==> src/rtl/riscv_pkg.sv <==
// Shared types and constants for the riscv_stub retire monitor.
package riscv_pkg;

    localparam int unsigned NUM_REGS   = 32;
    localparam int unsigned REG_ADDR_W = 5;

    typedef enum logic [1:0] {
        WAIT    = 2'd0,
        RUN     = 2'd1,
        HALTED  = 2'd2,
        TIMEOUT = 2'd3
    } mon_state_e;

endpackage

==> src/rtl/shadow_regfile.sv <==
// Shadow architectural register file: one synchronous write port with x0
// gating, one combinational read port, synchronous active-high reset.
module shadow_regfile
    import riscv_pkg::*;
#(
    parameter int unsigned DATA_WIDTH = 32
) (
    input  logic                  clk,
    input  logic                  i_reset,
    input  logic                  i_wr_en,
    input  logic [REG_ADDR_W-1:0] i_wr_addr,
    input  logic [DATA_WIDTH-1:0] i_wr_data,
    input  logic [REG_ADDR_W-1:0] i_rd_addr,
    output logic [DATA_WIDTH-1:0] o_rd_data
);

    logic [DATA_WIDTH-1:0] r_regs [NUM_REGS];

    always_ff @(posedge clk) begin
        if (i_reset) begin
            for (int i = 0; i < int'(NUM_REGS); i++) begin
                r_regs[i] <= '0;
            end
        end else if (i_wr_en && (i_wr_addr != '0)) begin
            r_regs[i_wr_addr] <= i_wr_data;
        end
    end

    // Reads see the pre-edge contents; x0 is hardwired to zero.
    assign o_rd_data = (i_rd_addr == '0) ? '0 : r_regs[i_rd_addr];

endmodule

==> src/rtl/riscv_retire_monitor.sv <==
// Retire/halt monitor: shadows writebacks, counts cycles and retires, and
// flags a jump-to-self halt or a run timeout.
module riscv_retire_monitor
    import riscv_pkg::*;
#(
    parameter int unsigned DATA_WIDTH     = 32,
    parameter int unsigned HALT_COUNT     = 5,
    parameter int unsigned TIMEOUT_CYCLES = 500,
    parameter int unsigned CNT_WIDTH      = 16
) (
    input  logic                  clk,
    input  logic                  reset,
    input  logic [DATA_WIDTH-1:0] pc,
    input  logic                  wb_we,
    input  logic [REG_ADDR_W-1:0] wb_rd,
    input  logic [DATA_WIDTH-1:0] wb_data,
    input  logic [REG_ADDR_W-1:0] rd_addr,
    output logic [DATA_WIDTH-1:0] rd_data,
    output logic                  halted,
    output logic                  timeout,
    output logic                  done,
    output logic [DATA_WIDTH-1:0] halt_pc,
    output logic [CNT_WIDTH-1:0]  cycle_count,
    output logic [CNT_WIDTH-1:0]  retire_count
);

    localparam int unsigned SAME_W = $clog2(HALT_COUNT + 1);

    mon_state_e            r_state;
    mon_state_e            w_state_nxt;
    logic [DATA_WIDTH-1:0] r_last_pc;
    logic [DATA_WIDTH-1:0] r_halt_pc;
    logic [SAME_W-1:0]     r_same_cnt;
    logic [SAME_W-1:0]     w_same_cnt_nxt;
    logic [CNT_WIDTH-1:0]  r_cycle_count;
    logic [CNT_WIDTH-1:0]  r_retire_count;
    logic                  r_halted;
    logic                  r_timeout;
    logic                  w_active;
    logic                  w_halt_hit;
    logic                  w_timeout_hit;
    logic                  w_retire;

    // State register.
    always_ff @(posedge clk) begin
        if (reset) begin
            r_state <= WAIT;
        end else begin
            r_state <= w_state_nxt;
        end
    end

    // Next state, same-PC comparison and terminal-event detection.
    always_comb begin
        w_state_nxt    = r_state;
        w_same_cnt_nxt = '0;
        w_halt_hit     = 1'b0;
        w_active       = (r_state == WAIT) || (r_state == RUN);
        w_timeout_hit  = w_active &&
                         (r_cycle_count == CNT_WIDTH'(TIMEOUT_CYCLES - 1));

        case (r_state)
            WAIT: begin
                w_state_nxt = RUN;
            end
            RUN: begin
                if (pc == r_last_pc) begin
                    w_same_cnt_nxt = r_same_cnt + SAME_W'(1);
                end
                w_halt_hit = (pc == r_last_pc) &&
                             (w_same_cnt_nxt == SAME_W'(HALT_COUNT));
                if (w_halt_hit) begin
                    w_state_nxt = HALTED;
                end
            end
            default: begin
            end
        endcase

        // A halt on the same edge takes priority over the timeout.
        if (w_timeout_hit && !w_halt_hit) begin
            w_state_nxt = TIMEOUT;
        end
    end

    assign w_retire = w_active && wb_we && (wb_rd != '0);

    // Datapath registers; everything freezes once a terminal state is entered.
    always_ff @(posedge clk) begin
        if (reset) begin
            r_last_pc      <= '0;
            r_same_cnt     <= '0;
            r_cycle_count  <= '0;
            r_retire_count <= '0;
            r_halt_pc      <= '0;
            r_halted       <= 1'b0;
            r_timeout      <= 1'b0;
        end else if (w_active) begin
            r_last_pc  <= pc;
            r_same_cnt <= w_same_cnt_nxt;
            if (r_cycle_count != '1) begin
                r_cycle_count <= r_cycle_count + CNT_WIDTH'(1);
            end
            if (w_retire && (r_retire_count != '1)) begin
                r_retire_count <= r_retire_count + CNT_WIDTH'(1);
            end
            if (w_halt_hit) begin
                r_halted  <= 1'b1;
                r_halt_pc <= pc;
            end else if (w_timeout_hit) begin
                r_timeout <= 1'b1;
            end
        end
    end

    shadow_regfile #(
        .DATA_WIDTH (DATA_WIDTH)
    ) u_shadow_regfile (
        .clk       (clk),
        .i_reset   (reset),
        .i_wr_en   (w_active && wb_we),
        .i_wr_addr (wb_rd),
        .i_wr_data (wb_data),
        .i_rd_addr (rd_addr),
        .o_rd_data (rd_data)
    );

    assign halted       = r_halted;
    assign timeout      = r_timeout;
    assign done         = r_halted || r_timeout;
    assign halt_pc      = r_halt_pc;
    assign cycle_count  = r_cycle_count;
    assign retire_count = r_retire_count;

endmodule
==> config.mk <==
export PLATFORM = sky130hd
export DESIGN_NAME = riscv_retire_monitor
export DESIGN_NICKNAME = d
export VERILOG_FILES = /design/src/rtl/riscv_pkg.sv /design/src/rtl/shadow_regfile.sv /design/src/rtl/riscv_retire_monitor.sv
export SDC_FILE = /design/constraint.sdc
export NUM_CORES = 2
export LEC_CHECK = 0
export ABC_AREA = 1
export ABC_CLOCK_PERIOD_IN_PS = 2400
export BUFFER_PORTS_ARGS = -buffer_cell sky130_fd_sc_hd__clkbuf_2
export CORE_MARGIN = 5
export CORE_UTILIZATION = 56
export CTS_CLUSTER_SIZE = 20
export DETAILED_ROUTE_END_ITERATION = 8
export PLACE_DENSITY = 0.76
export SKIP_LAST_GASP = 1
export SLEW_MARGIN = 20
export SYNTH_ARGS = -nofsm -noshare
export SYNTH_HDL_FRONTEND = slang
export SYNTH_SLANG_ARGS = --single-unit
==> constraint.sdc <==
create_clock -name clk -period 2.4 [get_ports clk]
set_input_delay 0.24 -clock clk [delete_from_list [all_inputs] [get_ports clk]]
set_output_delay 0.24 -clock clk [all_outputs]
set_load 0.005 [all_outputs]
==> run metrics <==
initial core utilization 0.5656; Util after Layout 0.6569; Fin. Hold Viols 0; post-placement worst setup slack between 0.009 and 0.01 ns; initial antenna violation count 0; flops & latches, synth 1127; Seq/Total Area, Yosys 0.6555; Crit Path Max Fanout 1; commonest non-fill, non-tap cells in the layout 1656 x nor2_1, 1024 x edfxtp_1, 544 x o21ai_0; via count 39347; HPWL after DPL between 80 and 90 mm; crit share post-route 1.022; CP endpoint kind output pin; Final Skew between 0.02 and 0.03 ns; Reg area ~33000 um2; Peak Freq between 400 and 500 MHz; DRC Markers 0; failing checks negative setup slack; Layout area overhead 16.14%; max_slew headroom 0.5462; number of max-cap violations 0; Hold WS 0.04535 ns; startpoint types flip-flop; most common cell after layout, fill and taps aside nor2_1; H-tree levels 3; Pwr Total 43700 uW; total CTS buffers ~110; RD Place Congestion 0.8595; Min Clock Period, post-route approximately 2.5 ns; CP required around 2.2 ns; Tightest Pin Transition 0.6807 ns; CP startpoint u_shadow_regfile.r_regs[14][26]; Vert. Die Dim approximately 310 um; Peak VDD IR between 600 and 700 uV; total grt overflow 0; clk buf depth 3; clock root buffer clkbuf_16; Port Buf Inserts roughly 180; synthesized area 50060 um2; overall die area 95470 um2; nets 5216; hold_sp reset; Final Setup Violations 1; worst setup margin -0.05297 ns; Post-Route WL ~150 mm; TritonCTS clock tree built; clk slew on worst S/H paths 0.06 ns; leading area contributor after synthesis edfxtp_1; unrepaired setup endpoints after global routing true; synthesized instance count 4995; P_leak between 0.02 and 0.025 uW; area of the multi-input gates between 15000 and 20000 um2; arrival time at the worst endpoint 2.21 ns; Total GRT Usage 0.3023; Post-CTS Setup Inserts 0; post-route ant nets 0; ANT cells 0; Core ar. ~89000 um2; Via density 6.153; reg2reg start r_state[1]; clk sinks ~1100; DR iter-0 viols roughly 5500; Design Area, Final 58140 um2; Top FF cell, synth edfxtp_1; status complete, but fails checks; TritonRoute pass-1 iters 8; PD cells 751.7 nW/um2; filler cell count around 6500; I/O pins 176; synth warn 0; largest net degree at the start of global routing 90; Area contributors post-synth edfxtp_1 61%, nor2_1 13%, o21ai_0 5.6%; Die Width between 300 and 400 um; number of synthesized flops with an enable pin 1024; syn_area_per_cell roughly 10 um2; fin. max-slew vios 0; post-synth cell types 36; area share of the largest cell type after synthesis 0.6143; crit path kind flip-flop to output pin; share of cells above drive strength 1 0.1338; ys async rst share 0; clk_lat worst skew 0.70 ns; Placed Area around 54000 um2; vias in the first global route between 30000 and 40000; Hold WC Path Type primary input to flip-flop; row cnt around 110; global-route wire length before repair about 220 mm; DR WL/cell roughly 23 um
-- power breakdown --
part           switching, uW  internal (uW)
registers                206          22100
clock network           7560          10100
logic                   2640           1130
total                  10400          33300
-- synth_stat cells (2+ instances only) --
master,number
a21oi_1,64
and3_1,2
buf_1,17
buf_2,125
buf_4,4
clkbuf_1,303
dfxtp_1,103
edfxtp_1,1024
ha_1,3
inv_1,203
inv_2,9
nand2_1,371
nand3_1,178
nand4_1,37
nor2_1,1680
nor2_2,2
nor3_1,26
nor3_2,2
o211ai_1,32
o21ai_0,557
o221ai_1,222
xnor2_1,2
xor2_1,16
-- final timing paths --
| path | cells past startpoint | to | slack, ns |
|---|---|---|---|
| setup reg to reg | 8 | u_shadow_regfile.r_regs[21][10] | 0.15 |
| setup / recovery | 7 | rd_data[26] | -0.05 |
| hold / removal | 4 | timeout | 0.05 |
| hold reg to reg | 2 | r_last_pc[5] | 0.47 |
-- routing by layer --
metal | routed length (um) | global-route usage | up-vias
met1 | 52990 | 0.3994 | 18720
met3 | 18900 | 0.06593 | 374
met5 | 0 | 0 | -
met4 | 5858 | 0.1170 | 0
met2 | 69130 | 0.4963 | 2801
li1 | - | - | 17452
-- worst max-delay path: stages (launching register included) --
cell and delay, ns:
edfxtp_1 0.37, o21ai_0 0.31, o221ai_2 0.18, nand3_2 0.15, nand2_1 0.09, nor2_2 0.16, nor2_1 0.10, clkbuf_2 0.15
-- sequential cells by signal, summed over array words and instances (netlist names) --
name / cells
cycle_count: 16
halt_pc: 32
halted: 1
r_last_pc: 32
r_same_cnt: 3
r_state: 2
retire_count: 16
timeout: 1
u_shadow_regfile.r_regs: 1024
-- cell type report --
cell class | instances | share of cell area
multi-input combinational | 3238 | 0.2600
tap | 1165 | 0.02507
inverter | 212 | 0.01425
clock inverter | 67 | 0.01270
timing repair buffer | 445 | 0.07293
sequential | 1127 | 0.5644
clock buffer | 141 | 0.05064
-- stage by stage --
step           cells  TNS (ns)
3_5_place_dp    6154         0
4_1_cts         6394  -0.07446
5_1_grt         6395   -0.3998
2_1_floorplan   5026         0
6_report        6395  -0.05297
3_3_place_gp    6154         0
-- repair_timing --
action | in CTS | in global routing
endpoints found under the hold margin | 64 | 0
gates resized for setup | 12 | 92
hold buffers | 32 | 0
pin swaps | 2 | 39
setup endpoints to repair | 12 | 141
cloned | 0 | 1
-- cells by family after synthesis --
kind of cell,Yosys count,share of synthesized area
fa+ha+maj,3,0.0007499
buf+inv,661,0.05299
flops,1127,0.6555
compound gates,880,0.1065
xor+xnor,18,0.003149
other cells,1,0.00007491
simple gates,2305,0.1811
Note: power is estimated with default switching activity, not from simulation.
